--- src/rtl/hamming_tx_ctrl_if.sv ---
// -----------------------------------------------------------------------------
// hamming_tx_ctrl_if
// Bundles the byte-input handshake, the shared Hamming encoder hook-up and the
// UART transmitter handshake used by hamming_tx_ctrl.
//   in_data/in_valid/in_ready : byte source handshake
//   enc_nibble/enc_code       : nibble to the encoder, code word back (comb.)
//   tx_data/tx_start/tx_busy  : code word launch to the UART transmitter
// Modports: slave  = the controller itself
//           master = the surrounding system (source, encoder, UART)
// -----------------------------------------------------------------------------
interface hamming_tx_ctrl_if;
   logic [7:0] in_data;
   logic       in_valid;
   logic       in_ready;
   logic [3:0] enc_nibble;
   logic [7:0] enc_code;
   logic [7:0] tx_data;
   logic       tx_start;
   logic       tx_busy;

   modport master (
      output in_data, in_valid, enc_code, tx_busy,
      input  in_ready, enc_nibble, tx_data, tx_start
   );

   modport slave (
      input  in_data, in_valid, enc_code, tx_busy,
      output in_ready, enc_nibble, tx_data, tx_start
   );
endinterface

--- src/rtl/hamming_tx_ctrl.sv ---
// -----------------------------------------------------------------------------
// hamming_tx_ctrl
// Sequences the shared Hamming(8,4) encoder for the UART transmit path. One
// byte is accepted per handshake; its two nibbles are encoded one after the
// other and each resulting code word is launched to the UART with a one-cycle
// start pulse, waiting for the transmitter's busy to rise and fall in between.
//
// Ports:
//   clk, rst_n  : clock (rising edge), asynchronous active-low reset
//   bus (slave) : in_data/in_valid/in_ready, enc_nibble/enc_code,
//                 tx_data/tx_start/tx_busy
//   busy        : controller not idle
//   byte_cnt    : bytes fully sent (wraps)
//   tx_timeout  : sticky, tx_busy never rose after some start
//   inj_en, inj_pos (only with HAMMING_ERR_INJ_EN): flip one bit of the
//                 first code word of a byte, sampled at byte acceptance
//
// Optional feature macro: HAMMING_ERR_INJ_EN
// -----------------------------------------------------------------------------
module hamming_tx_ctrl #(
   parameter int LOW_FIRST    = 1,
   parameter int CNT_W        = 16,
   parameter int BUSY_TIMEOUT = 16
) (
   input  logic             clk,
   input  logic             rst_n,
   hamming_tx_ctrl_if.slave bus,
`ifdef HAMMING_ERR_INJ_EN
   input  logic             inj_en,
   input  logic [2:0]       inj_pos,
`endif
   output logic             busy,
   output logic [CNT_W-1:0] byte_cnt,
   output logic             tx_timeout
);

   localparam int TW = $clog2(BUSY_TIMEOUT + 1);

   localparam logic [2:0] S_IDLE   = 3'd0;
   localparam logic [2:0] S_SEND_A = 3'd1;
   localparam logic [2:0] S_WAIT_A = 3'd2;
   localparam logic [2:0] S_SEND_B = 3'd3;
   localparam logic [2:0] S_WAIT_B = 3'd4;

   logic [2:0]       r_state;
   logic             r_live;
   logic [7:0]       r_hold;
   logic [7:0]       r_tx_data;
   logic             r_tx_start;
   logic [TW-1:0]    r_wait_cnt;
   logic             r_seen_busy;
   logic [CNT_W-1:0] r_byte_cnt;
   logic             r_timeout;

   logic             w_idle;
   logic             w_accept;
   logic             w_done;
   logic             w_tmo;
   logic [3:0]       w_first;
   logic [3:0]       w_second;
   logic [3:0]       w_nibble;
   logic [7:0]       w_inj_mask;

   // in_ready is qualified by r_live so it stays low while reset is held,
   // even though the state register already sits in IDLE.
   assign w_idle   = (r_state == S_IDLE);
   assign w_accept = w_idle && r_live && bus.in_valid;

   assign w_first  = (LOW_FIRST != 0) ? r_hold[3:0] : r_hold[7:4];
   assign w_second = (LOW_FIRST != 0) ? r_hold[7:4] : r_hold[3:0];

   always_comb begin
      w_nibble = 4'h0;
      case (r_state)
         S_SEND_A, S_WAIT_A: w_nibble = w_first;
         S_SEND_B, S_WAIT_B: w_nibble = w_second;
         default:            w_nibble = 4'h0;
      endcase
   end

   // Normal completion needs busy to have been seen and then dropped; the
   // timeout only fires if busy never showed up within the window.
   assign w_done = r_seen_busy && !bus.tx_busy;
   assign w_tmo  = !r_seen_busy && !bus.tx_busy &&
                   (r_wait_cnt == TW'(BUSY_TIMEOUT - 1));

`ifdef HAMMING_ERR_INJ_EN
   logic [7:0] r_inj_mask;

   always_ff @(posedge clk or negedge rst_n) begin
      if (!rst_n) begin
         r_inj_mask <= 8'h00;
      end else if (w_accept) begin
         r_inj_mask <= inj_en ? (8'h80 >> inj_pos) : 8'h00;
      end
   end

   assign w_inj_mask = r_inj_mask;
`else
   assign w_inj_mask = 8'h00;
`endif

   // Data byte holding register: only loaded on acceptance, never reset.
   always_ff @(posedge clk) begin
      if (w_accept) begin
         r_hold <= bus.in_data;
      end
   end

   always_ff @(posedge clk or negedge rst_n) begin
      if (!rst_n) begin
         r_state     <= S_IDLE;
         r_live      <= 1'b0;
         r_tx_data   <= 8'h00;
         r_tx_start  <= 1'b0;
         r_wait_cnt  <= '0;
         r_seen_busy <= 1'b0;
         r_byte_cnt  <= '0;
         r_timeout   <= 1'b0;
      end else begin
         r_live     <= 1'b1;
         r_tx_start <= 1'b0;
         case (r_state)
            S_IDLE: begin
               if (w_accept) begin
                  r_state <= S_SEND_A;
               end
            end
            S_SEND_A, S_SEND_B: begin
               if (!bus.tx_busy) begin
                  r_tx_data   <= bus.enc_code ^
                                 ((r_state == S_SEND_A) ? w_inj_mask : 8'h00);
                  r_tx_start  <= 1'b1;
                  r_wait_cnt  <= '0;
                  r_seen_busy <= 1'b0;
                  r_state     <= (r_state == S_SEND_A) ? S_WAIT_A : S_WAIT_B;
               end
            end
            S_WAIT_A, S_WAIT_B: begin
               if (bus.tx_busy) begin
                  r_seen_busy <= 1'b1;
               end
               // Counter only matters until busy is seen; freezing it then
               // keeps it from wrapping during long transmissions.
               if (!r_seen_busy) begin
                  r_wait_cnt <= r_wait_cnt + 1'b1;
               end
               if (w_done || w_tmo) begin
                  if (w_tmo) begin
                     r_timeout <= 1'b1;
                  end
                  if (r_state == S_WAIT_A) begin
                     r_state <= S_SEND_B;
                  end else begin
                     r_state    <= S_IDLE;
                     r_byte_cnt <= r_byte_cnt + 1'b1;
                  end
               end
            end
            default: r_state <= S_IDLE;
         endcase
      end
   end

   assign bus.in_ready   = w_idle && r_live;
   assign bus.enc_nibble = w_nibble;
   assign bus.tx_data    = r_tx_data;
   assign bus.tx_start   = r_tx_start;
   assign busy           = !w_idle;
   assign byte_cnt       = r_byte_cnt;
   assign tx_timeout     = r_timeout;

endmodule

--- src/flat_wrapper.sv ---
// flat-port wrapper written by rule: the top's interface ports become plain ports
module hamming_tx_ctrl_flat 
#(
   parameter int LOW_FIRST    = 1,
   parameter int CNT_W        = 16,
   parameter int BUSY_TIMEOUT = 16
)
  (clk, rst_n, busy, byte_cnt, tx_timeout, bus_in_data, bus_in_valid, bus_enc_code, bus_tx_busy, bus_in_ready, bus_enc_nibble, bus_tx_data, bus_tx_start);
  hamming_tx_ctrl_if bus_i ();
  input  logic clk;
  input  logic rst_n;
  output logic busy;
  output logic [CNT_W-1:0] byte_cnt;
  output logic tx_timeout;
  input wire logic [$bits(bus_i.in_data)-1:0] bus_in_data;
  input wire logic [$bits(bus_i.in_valid)-1:0] bus_in_valid;
  input wire logic [$bits(bus_i.enc_code)-1:0] bus_enc_code;
  input wire logic [$bits(bus_i.tx_busy)-1:0] bus_tx_busy;
  output wire logic [$bits(bus_i.in_ready)-1:0] bus_in_ready;
  output wire logic [$bits(bus_i.enc_nibble)-1:0] bus_enc_nibble;
  output wire logic [$bits(bus_i.tx_data)-1:0] bus_tx_data;
  output wire logic [$bits(bus_i.tx_start)-1:0] bus_tx_start;
  assign bus_i.in_data = bus_in_data;
  assign bus_i.in_valid = bus_in_valid;
  assign bus_i.enc_code = bus_enc_code;
  assign bus_i.tx_busy = bus_tx_busy;
  assign bus_in_ready = bus_i.in_ready;
  assign bus_enc_nibble = bus_i.enc_nibble;
  assign bus_tx_data = bus_i.tx_data;
  assign bus_tx_start = bus_i.tx_start;
  hamming_tx_ctrl #(.LOW_FIRST(LOW_FIRST), .CNT_W(CNT_W), .BUSY_TIMEOUT(BUSY_TIMEOUT)) u_core (.clk(clk), .rst_n(rst_n), .bus(bus_i), .busy(busy), .byte_cnt(byte_cnt), .tx_timeout(tx_timeout));
endmodule
--- config.mk ---
export PLATFORM = sky130hd
export DESIGN_NAME = hamming_tx_ctrl_flat
export DESIGN_NICKNAME = d
export VERILOG_FILES = /design/src/rtl/hamming_tx_ctrl_if.sv /design/src/rtl/hamming_tx_ctrl.sv /design/src/flat_wrapper.sv
export SDC_FILE = /design/constraint.sdc
export NUM_CORES = 1
export LEC_CHECK = 0
export ABC_CLOCK_PERIOD_IN_PS = 2850
export CAP_MARGIN = 0
export CELL_PAD_IN_SITES_DETAIL_PLACEMENT = 1
export CELL_PAD_IN_SITES_GLOBAL_PLACEMENT = 2
export CORE_MARGIN = 3
export CORE_UTILIZATION = 30
export DETAILED_ROUTE_END_ITERATION = 8
export PLACE_DENSITY = 0.76
export SETUP_SLACK_MARGIN = 0.4
export SYNTH_ARGS = -nofsm -noshare
export SYNTH_HDL_FRONTEND = slang
export SYNTH_SLANG_ARGS = --single-unit
--- constraint.sdc ---
create_clock -name clk -period 2.85 [get_ports clk]
set_clock_uncertainty 0.1 [all_clocks]
set_input_delay 0.4275 -clock clk [delete_from_list [all_inputs] [get_ports clk]]
set_output_delay 0.4275 -clock clk [all_outputs]
set_load 0.02 [all_outputs]
==> results of run 1 <==
[cell usage after synthesis, drive strengths merged, types with 2 or more instances]
master,count,area (um2)
nor2,7,28.8
mux2,7,78.8
nor4,3,40.0
nand3,5,25.0
nor2b,2,12.5
dfrtp,36,901
inv,4,15.0
nand4,8,50.1
ha,3,37.5
nor3,2,10.0
nand2b,2,12.5
o21ai,4,20.0
a22oi,4,30.0
nor3b,2,15.0
nand2,35,131
a22o,4,35.0
mux2i,2,20.0
clkbuf,4,15.0
a21oi,4,20.0
edfxtp,8,240
and3,4,25.0
xnor2,13,114
xor2,4,35.0
[final cells by class]
class                   instances  area, um2
clock buffers                   7       97.6
clock inverters                 1       5.00
fillers                       668       3420
inverters                       5       18.8
multi-input cells             122        807
flip-flops and latches         44       1140
well taps                      75       93.8
repair buffers                 56        541
[through the flow]
stage / worst slack, ns / cell area (um2) / hold slack [ns]
after floorplan: 0.775 / 1980 / 0.0319
after global placement: 0.472 / 2570 / 0.355
after detailed placement: 0.443 / 2570 / 0.368
after CTS: 0.355 / 2700 / 0.147
after global routing: 0.401 / 2710 / 0.181
final: 0.491 / 2710 / 0.109
[registers in the layout, indices dropped and copies added (netlist names)]
| signal | cells |
|---|---|
| u_core.r_state | 3 |
| u_core.byte_cnt | 16 |
| u_core.r_live | 1 |
| u_core.bus.tx_data | 8 |
| u_core.tx_timeout | 1 |
| u_core.r_seen_busy | 1 |
| u_core.bus.tx_start | 1 |
| u_core.r_hold | 8 |
| u_core.r_wait_cnt | 5 |
[cells in the final DEF (no fill, tap or decap), types with 3 or more instances in the layout]
cell,n
nand2_1,35
inv_1,4
xnor2_1,13
a22oi_1,4
xor2_1,4
ha_1,3
o21ai_0,4
and3_1,4
buf_4,5
dfrtp_2,3
mux2_2,7
clkdlybuf4s50_1,45
nand4_1,8
clkbuf_8,5
nor2_1,6
dlygate4sd2_1,4
dfrtp_1,33
nand3_1,5
edfxtp_1,8
a22o_1,4
a21oi_1,4
[path summary, 6_finish.rpt]
kind / end / cells after the start
min in group clk: u_core.byte_cnt[15]$_DFFE_PN0P_ / 1
max in group asynchronous: u_core.r_state[2]$_DFFE_PN0P_ / 1
hold / removal: u_core.byte_cnt[10]$_DFFE_PN0P_ / 1
setup reg to reg: u_core.byte_cnt[10]$_DFFE_PN0P_ / 8
hold reg to reg: u_core.byte_cnt[15]$_DFFE_PN0P_ / 1
setup / recovery: busy / 3
[routing by layer]
layer / GRT usage [%] / vias to the layer above
met5: 0 / -
met4: 3.35 / 0
met3: 3.41 / 5
met2: 21.9 / 42
met1: 16.4 / 753
li1: - / 730
[critical path: stages (launching register included)]
cell             delay, ns
dfrtp_2               0.47
buf_4                 0.17
or3_1                 0.35
clkdlybuf4s50_1       0.56
[timing repair]
item | CTS | global route
buffers inserted | 2 | 1
gates resized for setup | 10 | 1
endpoints found under the hold margin | 0 | 0
hold buffers | 0 | 0
endpoints found under the setup margin | 5 | 1
pin swaps | 0 | 0
[power groups by stage]
| stage | Clock (mW) | Combinational, mW | Sequential [mW] |
|---|---|---|---|
| 2_1_floorplan | 0 | 0.464 | 0.947 |
| 3_3_place_gp | 0 | 0.856 | 0.918 |
| 3_5_place_dp | 0 | 0.871 | 0.926 |
| 4_1_cts | 0.449 | 0.884 | 0.921 |
| 5_1_grt | 0.486 | 0.973 | 0.939 |
| 6_report | 0.434 | 0.878 | 0.912 |
[cell families (layout without fill, tap and decap cells)]
group	Yosys count	after routing	synth area share [%]
AOI/OAI and AO/OA	18	18	6.14
xor gates and xnor gates	17	17	7.54
adders and majority gates	3	3	1.90
buffers and inverters	10	69	2.09
DFF	44	44	57.8
muxes	9	9	5.00
other	1	1	0.190
and+or+nand+nor	74	74	19.4
==> metrics.md, run 1 <==
| Metric | Value |
|---|---|
| Status | finished clean |
| Count of cell types in the netlist | 35 |
| Number of synthesized flops with an enable pin | 8 |
| Max-cap violations | 0 |
| Vias/cell | 4.94 |
| DR pass1 iterations | 3 |
| Met3 routed WL | 271 um |
| HP Class | in -> async |
| Violation count after the first detailed-routing iteration | 56 |
| CP Class | reg -> out |
| # IOs | 52 |
| CP Launch Point | u_core.r_state[1]$_DFFE_PN0P_ |
| Full die area | 7600 um2 |
| Avg Cell Area, Syn | 11.2 um2 |
| Final Non-Filler Cells | 310 |
| Root Driver | clkbuf_8 |
| Worst EP required | 2.32 ns |
| Clock Sink Count | 44 |
| Overall power | 2.22 mW |
| Initial Utilization | 32.2% |
| Seq/Total Area, Yosys | 57.8% |
| Switch share | 35.7% |
| # port buffers | 51 |
| Reg clk slew, reported paths | 0.09 ns |
| Fin crit share | 82.8% |
| Clock share of power | 19.5% |
| M1 wire length | 1970 um |
| Synth Register Bits | 44 |
| Ys Warns | 0 |
| VDD IR max | 0.430 mV |
| Clk Latency, worst-skew pair | 0.29 ns |
| Placed cells | 299 |
| First-pass GRT wire length | 7730 um |
| Max frequency | 424 MHz |
| Mapped cell area | 1980 um2 |
| Antenna Nets Post-Route | 0 |
| Syn nets | 199 |
| Synth Instances | 176 |
| Pwr dens | 821 nW/um2 |
| FF-to-FF setup slack | 0.80 ns |
| Critical Path AT | 1.83 ns |
| TritonCTS clock tree | yes |
| Final min period | 2.36 ns |
| Total CTS buffers | 5 |
| Core area | 6130 um2 |
| Ys flop type | dfrtp_1 |
| Worst rel slew slack | 46.7% |
| Die height | 87.2 um |
| Final Hold Violating Endpoints | 0 |
| Layout cells sized above 1 | 12.8% |
| Nets | 257 |
| Slew Limit Fails | 0 |
| GRT overflow | 0 |
| RSZ-0062 raised after global routing | false |
| Critical path launch point type | register |
| Met2 WL | 2150 um |
| Sw Pwr | 794 uW |
| Tot GR Track Use | 12.9% |
| Comb pwr share | 39.5% |
| Core Rows | 28 |
| Width of the die | 87.2 um |
| Crit Path Max Fanout | 7 |
| P_int | 1.43 mW |
| CP Capture Type | output pin |
| Slew @ Worst Pin | 0.800 ns |
| Final Core Density | 44.2% |
| Initial antenna violation count | 0 |
| LEAKAGE | 1.19 nW |
| Reg2reg start | u_core.r_wait_cnt[0]$_DFFE_PN0P_ |
| N_diodes | 0 |
| H-tree depth | 2 |
| Setup TNS | 0 ns |
| Area grow syn2layout | 37.0% |
| Vias in the first global route | 1591 |
| Via count | 1530 |
| Ys async rst share | 81.8% |
| GP Congestion | 0.735 |
| Largest net degree at the start of global routing | 37 |
| DR DRC count | 0 |
| Routed wire length | 4420 um |
| Detailed placement HPWL | 3330 um |
| Sequential Power Share | 41.0% |
| DR top layer | met4 |
| CTS Buffer Depth | 2 |
| WL/cell | 14.3 um |
| Final setup violation count | 0 |
(Power assumes the default switching activity.)
==> run 2: changes to the inputs <==
--- a/config.mk
+++ b/config.mk
@@ -5,14 +5,14 @@
 export SDC_FILE = /design/constraint.sdc
 export NUM_CORES = 1
 export LEC_CHECK = 0
-export ABC_CLOCK_PERIOD_IN_PS = 2850
+export ABC_CLOCK_PERIOD_IN_PS = 2100
 export CAP_MARGIN = 0
 export CELL_PAD_IN_SITES_DETAIL_PLACEMENT = 1
 export CELL_PAD_IN_SITES_GLOBAL_PLACEMENT = 2
 export CORE_MARGIN = 3
-export CORE_UTILIZATION = 30
+export CORE_UTILIZATION = 27
 export DETAILED_ROUTE_END_ITERATION = 8
-export PLACE_DENSITY = 0.76
+export PLACE_DENSITY = 0.72
 export SETUP_SLACK_MARGIN = 0.4
 export SYNTH_ARGS = -nofsm -noshare
 export SYNTH_HDL_FRONTEND = slang
==> constraint.sdc (replaced) <==
create_clock -name clk -period 2.1 [get_ports clk]
set_clock_uncertainty 0.1 [all_clocks]
set_input_delay 0.315 -clock clk [delete_from_list [all_inputs] [get_ports clk]]
set_output_delay 0.315 -clock clk [all_outputs]
set_load 0.02 [all_outputs]
==> metrics.md, run 2 (synthesis gave the netlist of run 1 again) <==
| Metric | Value |
|---|---|
| Largest net degree at the start of global routing | 37 (unchanged) |
| WHS | 0.373 ns (was 0.109 ns) |
| Violation count after the first detailed-routing iteration | 38 (was 56) |
| Tot GR Track Use | 13.2% (was 12.9%) |
| Max FFs per register | 16 (unchanged) |
| Core Rows | 30 (was 28) |
| FF-to-FF path depth | 5 (was 8) |
| HP Class | reg -> reg (was in -> async) |
| Vias/cell | 4.52 (was 4.94) |
| Placed cell area | 2750 um2 (was 2570 um2) |
| FF-to-FF End | u_core.byte_cnt[10]$_DFFE_PN0P_ (unchanged) |
| Width of the die | 91.5 um (was 87.2 um) |
| Worst setup margin | 0.119 ns (was 0.491 ns) |
| Full die area | 8380 um2 (was 7600 um2) |
| CP Capture Type | output pin (unchanged) |
| Detailed placement HPWL | 3460 um (was 3330 um) |
| RSZ-0062 raised after global routing | true (was false) |
| Most used cell, CP | buf_6 |
| Clk Latency, worst-skew pair | 0.30 ns (was 0.29 ns) |
| # port buffers | 51 (unchanged) |
| FILL cells | 757 (was 668) |
| Layout cells sized above 1 | 33.3% (was 12.8%) |
| Clock Sink Count | 44 (unchanged) |
| Area grow syn2layout | 61.1% (was 37.0%) |
| Final Hold Violating Endpoints | 0 (unchanged) |
| Root Driver | clkbuf_8 (unchanged) |
| Initial antenna violation count | 0 (unchanged) |
| Core area | 6940 um2 (was 6130 um2) |
| CP Class | reg -> out (unchanged) |
| Critical Path AT | 1.57 ns (was 1.83 ns) |
| Slowest library cell on the worst path | dfrtp_2 (was clkdlybuf4s50_1) |
| Max-cap violations | 0 (unchanged) |
| # IOs | 52 (unchanged) |
| Total CTS buffers | 5 (unchanged) |
| GP Congestion | 0.687 (was 0.735) |
| N_diodes | 0 (unchanged) |
| DR pass1 iterations | 4 (was 3) |
| LEAKAGE | 1.58 nW (was 1.19 nW) |
| Worst EP required | 1.68 ns (was 2.32 ns) |
| Vias in the first global route | 1768 (was 1591) |
| WL/cell | 14.3 um (about the same) |
| Place WS | 0.000826 ns (was 0.443 ns) |
| Reg2reg start | u_core.r_state[1]$_DFFE_PN0P_ (was u_core.r_wait_cnt[0]$_DFFE_PN0P_) |
| Commonest cells after routing, fill and taps aside | nand2_1, dfrtp_1, clkdlybuf4s50_1, buf_4, dlygate4sd2_1 (was clkdlybuf4s50_1, nand2_1, dfrtp_1) |
| Hold Path Origin | u_core.bus.tx_data[2]$_DFFE_PN0P_ |
| Worst path max stage delay | 0.48 ns (was 0.56 ns) |
| Setup TNS | 0 ns (unchanged) |
| FF-to-FF setup slack | 0.18 ns (was 0.80 ns) |
| Pwr dens | 1110 nW/um2 (was 821 nW/um2) |
| Reg clk slew, reported paths | 0.09 ns (about the same) |
| Final Non-Filler Cells | 360 (was 310) |
| Final min period | 1.98 ns |
| Die height | 91.5 um (was 87.2 um) |
| Worst-path cell chain | buf_6 -> or3_4 -> buf_6 -> buf_4 (was buf_4 -> or3_1 -> clkdlybuf4s50_1) |
| Status | finished clean (unchanged) |
| Post-route cell area | 3180 um2 (was 2710 um2) |
| Crit Path Max Fanout | 7 (unchanged) |
| Cell class contributing the biggest share of worst-path delay | flip-flops (was buffers and inverters) |
| Slew Limit Fails | 0 (unchanged) |
| Max frequency | 505 MHz |
| TritonCTS clock tree | yes (unchanged) |
| Placed cells | 330 (was 299) |
| Crit path buf inv count | 3 (was 2) |
| Nets | 286 (was 257) |
| VDD IR max | 0.536 mV (was 0.430 mV) |
| H-tree depth | 2 (unchanged) |
| Final setup violation count | 0 (unchanged) |
| Initial Utilization | 28.5% (was 32.2%) |
| Routed wire length | 5130 um (was 4420 um) |
| CTS Buffer Depth | 2 (unchanged) |
| Fin crit share | 94.3% |
| Critical path launch point type | register (unchanged) |
| DR DRC count | 0 (unchanged) |
| Hold endpoint | u_core.bus.tx_data[2]$_DFFE_PN0P_ |
| GRT overflow | 0 (unchanged) |
| First-pass GRT wire length | 8820 um (was 7730 um) |
| Antenna Nets Post-Route | 0 (unchanged) |
| Via count | 1627 (was 1530) |
| Hold Path Depth | 2 |
-- run 2: how the worst max path moves through the flow --
stage                                           from                              end  slack [ns]  depth (start not counted)
finish                 u_core.r_state[1]$_DFFE_PN0P_                             busy        0.12                          4
global route           u_core.r_state[1]$_DFFE_PN0P_  u_core.byte_cnt[10]$_DFFE_PN0P_        0.05                          5
CTS                    u_core.r_state[1]$_DFFE_PN0P_                bus_enc_nibble[3]        0.12                          5
detailed placement     u_core.r_state[1]$_DFFE_PN0P_                             busy      0.0008                          4
global placement       u_core.r_state[1]$_DFFE_PN0P_                             busy        0.04                          4
floorplan           u_core.r_wait_cnt[1]$_DFFE_PN0P_   u_core.byte_cnt[1]$_DFFE_PN0P_        0.35                          6
-- run 2: cell type report --
type	instances	area (um2)	share of cell area, %
inverters	5	18.8	0.590
well taps	96	120	3.77
clock buffers	6	72.6	2.28
repair buffers	85	815	25.6
flip-flops and latches	44	1140	35.9
clock inverters	2	35.0	1.10
multi-input cells	122	978	30.7
-- run 2: power breakdown --
| group | switching [mW] | internal (mW) |
|---|---|---|
| combinational | 0.806 | 0.883 |
| sequential | 0.156 | 1.05 |
| clock | 0.292 | 0.353 |
-- run 2: worst min-delay path, stage by stage (launching register included) --
cell and delay (ns):
dfrtp_1 0.35, nand2_1 0.05, nand2_1 0.05
-- run 2: through the flow --
stage	total power [mW]	util [%]
after floorplan	1.99	-
after global placement	2.60	39.6
after detailed placement	2.63	39.6
after CTS	3.44	43.4
after global routing	3.78	45.8
final	3.54	45.8
-- run 2: layer usage --
metal  GRT usage [%]  vias up  routed length, um
met4            4.52        0                 76
met3            3.15        5                214
met1            18.0      800               2400
met2            20.5       38               2440
li1                -      784                  -
met5               0        -                  0
-- run 2: timing repair --
action,CTS,global route
buffers inserted,13,8
pin swaps,17,16
cloned,0,0
setup endpoints to repair,51,53
resized for setup,68,23
hold buffers,1,0
hold endpoints to repair,36,0
==> run 3: changes to the inputs <==
--- a/config.mk
+++ b/config.mk
@@ -5,7 +5,7 @@
 export SDC_FILE = /design/constraint.sdc
 export NUM_CORES = 1
 export LEC_CHECK = 0
-export ABC_CLOCK_PERIOD_IN_PS = 2100
+export ABC_CLOCK_PERIOD_IN_PS = 1600
 export CAP_MARGIN = 0
 export CELL_PAD_IN_SITES_DETAIL_PLACEMENT = 1
 export CELL_PAD_IN_SITES_GLOBAL_PLACEMENT = 2
@@ -14,6 +14,7 @@
 export DETAILED_ROUTE_END_ITERATION = 8
 export PLACE_DENSITY = 0.72
 export SETUP_SLACK_MARGIN = 0.4
+export SLEW_MARGIN = 20
 export SYNTH_ARGS = -nofsm -noshare
 export SYNTH_HDL_FRONTEND = slang
 export SYNTH_SLANG_ARGS = --single-unit
==> constraint.sdc (replaced) <==
create_clock -name clk -period 1.6 [get_ports clk]
set_clock_uncertainty 0.1 [all_clocks]
set_input_delay 0.24 -clock clk [delete_from_list [all_inputs] [get_ports clk]]
set_output_delay 0.24 -clock clk [all_outputs]
set_load 0.02 [all_outputs]
==> metrics.md, run 3 (synthesis gave the netlist of run 1 again) <==
| Metric | Value |
|---|---|
| Failing checks | negative setup slack |
| Fin crit share | 120% |
| Sw Pwr | 1.91 mW (was 1.25 mW) |
| DR pass1 iterations | 4 (unchanged) |
| Critical Path AT | 2.00 ns (was 1.57 ns) |
| Routed wire length | 5760 um (was 5130 um) |
| H-tree depth | 2 (unchanged) |
| Placed cells | 356 (was 330) |
| Via count | 1814 (was 1627) |
| CP Class | reg -> reg (was reg -> out) |
| Worst EP required | 1.68 ns (about the same) |
| VDD IR max | 0.616 mV (was 0.536 mV) |
| Layout cells sized above 1 | 57.7% (was 33.3%) |
| Final Core Density | 53.6% (was 45.8%) |
| LEAKAGE | 1.75 nW (was 1.58 nW) |
| Overall power | 5.33 mW (was 3.54 mW) |
| Commonest cells after routing, fill and taps aside | buf_4, buf_6, dfrtp_1 (was nand2_1, dfrtp_1, clkdlybuf4s50_1, buf_4, dlygate4sd2_1) |
| Initial Utilization | 28.5% (unchanged) |
| Width of the die | 91.5 um (unchanged) |
| Reg clk slew, reported paths | 0.09 ns (about the same) |
| Most common cell after layout, fill and taps aside | buf_4 |
| CP Launch Point | u_core.r_state[1]$_DFFE_PN0P_ (unchanged) |
| Violation count after the first detailed-routing iteration | 56 (was 38) |
| Switch share | 35.8% (was 35.4%) |
| Final Hold Violating Endpoints | 0 (unchanged) |
| Max frequency | 521 MHz |
| Slowest library cell on the worst path | dfrtp_2 (unchanged) |
| Pwr dens | 1430 nW/um2 (was 1110 nW/um2) |
| RSZ-0062 raised after global routing | true (unchanged) |
| Clk Latency, worst-skew pair | 0.30 ns (about the same) |
| Crit path buf inv count | 3 (unchanged) |
| Cell class contributing the biggest share of worst-path delay | multiplexers (was flip-flops) |
| N_diodes | 0 (unchanged) |
| Die height | 91.5 um (unchanged) |
| Worst path max stage delay | 0.46 ns (was 0.48 ns) |
| Critical path launch point type | register (unchanged) |
| Max FFs per register | 16 (unchanged) |
| Clock share of power | 13.1% (was 18.2%) |
| CTS Buffer Depth | 2 (unchanged) |
| Max-cap violations | 0 (unchanged) |
| Core Rows | 30 (unchanged) |
| HP Class | in -> async (was reg -> reg) |
| Total CTS buffers | 5 (unchanged) |
| FILL cells | 743 (was 757) |
| Area grow syn2layout | 88.3% (was 61.1%) |
| Detailed placement HPWL | 3910 um (was 3460 um) |
| Initial antenna violation count | 0 (unchanged) |
| Worst setup margin | -0.321 ns (was 0.119 ns) |
| # IOs | 52 (unchanged) |
| Full die area | 8380 um2 (unchanged) |
| Final setup violation count | 38 (was 0) |
| GRT overflow | 0 (unchanged) |
| Sequential Power Share | 30.3% (was 34.1%) |
| Post-route cell area | 3720 um2 (was 3180 um2) |
| Core area | 6940 um2 (unchanged) |
| Root Driver | clkbuf_8 (unchanged) |
| # port buffers | 51 (unchanged) |
| Final Non-Filler Cells | 403 (was 360) |
| Reg2reg start | u_core.r_state[1]$_DFFE_PN0P_ (unchanged) |
| Status | finished with violations (was finished clean) |
| Nets | 329 (was 286) |
| Vias in the first global route | 2021 (was 1768) |
| WL/cell | 14.3 um (about the same) |
| TritonCTS clock tree | yes (unchanged) |
| Largest net degree at the start of global routing | 23 (was 37) |
| Vias/cell | 4.50 (was 4.52) |
| DR DRC count | 0 (unchanged) |
| Comb pwr share | 56.7% (was 47.7%) |
| Tot GR Track Use | 15.0% (was 13.2%) |
| Clock Sink Count | 44 (unchanged) |
| Antenna Nets Post-Route | 0 (unchanged) |
| CP Capture Type | register (was output pin) |
| Worst-path cell chain | buf_6 -> buf_4 -> buf_6 -> xnor2_4 -> nor2_4 -> mux2_4 -> mux2_4 (was buf_6 -> or3_4 -> buf_6 -> buf_4) |
| GP Congestion | 0.703 (was 0.687) |
| First-pass GRT wire length | 10000 um (was 8820 um) |
| Crit Path Max Fanout | 4 (was 7) |
| Slew Limit Fails | 0 (unchanged) |
| Placed cell area | 3060 um2 (was 2750 um2) |
| Final min period | 1.92 ns |
| P_int | 3.42 mW (was 2.29 mW) |
## run 3: cell count changes in the layout (fill, tap and decap cells not counted), sizes merged
cell | before | now
dlygate4sd2 | 17 | 0
buf | 40 | 109
clkdlybuf4s50 | 20 | 18
bufinv | 1 | 0
dlymetal6s2s | 7 | 0
clkbuf | 6 | 5
clkinv | 2 | 4
## run 3: worst reg2reg max path: stages (launching register included)
cell	delay [ns]
dfrtp_2	0.46
buf_6	0.15
buf_4	0.13
buf_6	0.12
xnor2_4	0.13
nor2_4	0.13
mux2_4	0.32
mux2_4	0.26
## run 3: area by class of cell
cell class	count	area (um2)	share of cell area, %
clock inverter	3	18.8	0.505
inverter	5	23.8	0.639
multi-input combinational	122	1080	29.0
clock buffer	5	68.8	1.85
timing repair buffer	128	1260	33.9
tap	96	120	3.23
sequential	44	1150	30.9
## run 3: timing repair
item / in CTS / in global routing
gates resized for setup: 217 / 30
cloned: 0 / 0
hold buffers: 1 / 0
pin swaps: 33 / 19
hold endpoints to repair: 14 / 0
endpoints found under the setup margin: 75 / 74
setup buffers: 29 / 9
## run 3: path summary, 6_finish.rpt
| kind | end | cells past startpoint | slack, ns |
|---|---|---|---|
| worst max register to register | u_core.r_wait_cnt[0]$_DFFE_PN0P_ | 7 | -0.32 |
| worst max-delay path | u_core.r_wait_cnt[0]$_DFFE_PN0P_ | 7 | -0.32 |
| max in group asynchronous | u_core.byte_cnt[7]$_DFFE_PN0P_ | 3 | 0.64 |
| worst min register to register | u_core.bus.tx_data[1]$_DFFE_PN0P_ | 2 | 0.41 |
| min in group clk | u_core.bus.tx_data[1]$_DFFE_PN0P_ | 3 | 0.38 |
| worst min-delay path | u_core.byte_cnt[6]$_DFFE_PN0P_ | 2 | 0.30 |
## run 3: per-layer routing
metal,global-route usage (%),vias up,wire length [um]
met5,0,-,0
met1,18.3,892,2400
met3,3.07,5,223
met2,25.9,45,3060
li1,-,872,-
met4,5.65,0,77
## run 3: metrics by stage
step	TNS [ns]	hold slack (ns)	worst slack [ns]
floorplan	-1.24	-0.156	-0.159
global placement	-8.27	0.0845	-0.417
detailed placement	-9.02	0.0926	-0.415
CTS	-8.39	0.309	-0.351
global route	-11.28	0.329	-0.405
finish	-8.11	0.303	-0.321
## run 3: power groups by stage
| stage | Sequential (mW) | Clock (mW) | Combinational (mW) |
|---|---|---|---|
| 2_1_floorplan | 1.72 | 0 | 1.21 |
| 3_3_place_gp | 1.60 | 0 | 2.27 |
| 3_5_place_dp | 1.62 | 0 | 2.32 |
| 4_1_cts | 1.60 | 0.735 | 2.76 |
| 5_1_grt | 1.65 | 0.793 | 3.26 |
| 6_report | 1.61 | 0.695 | 3.02 |
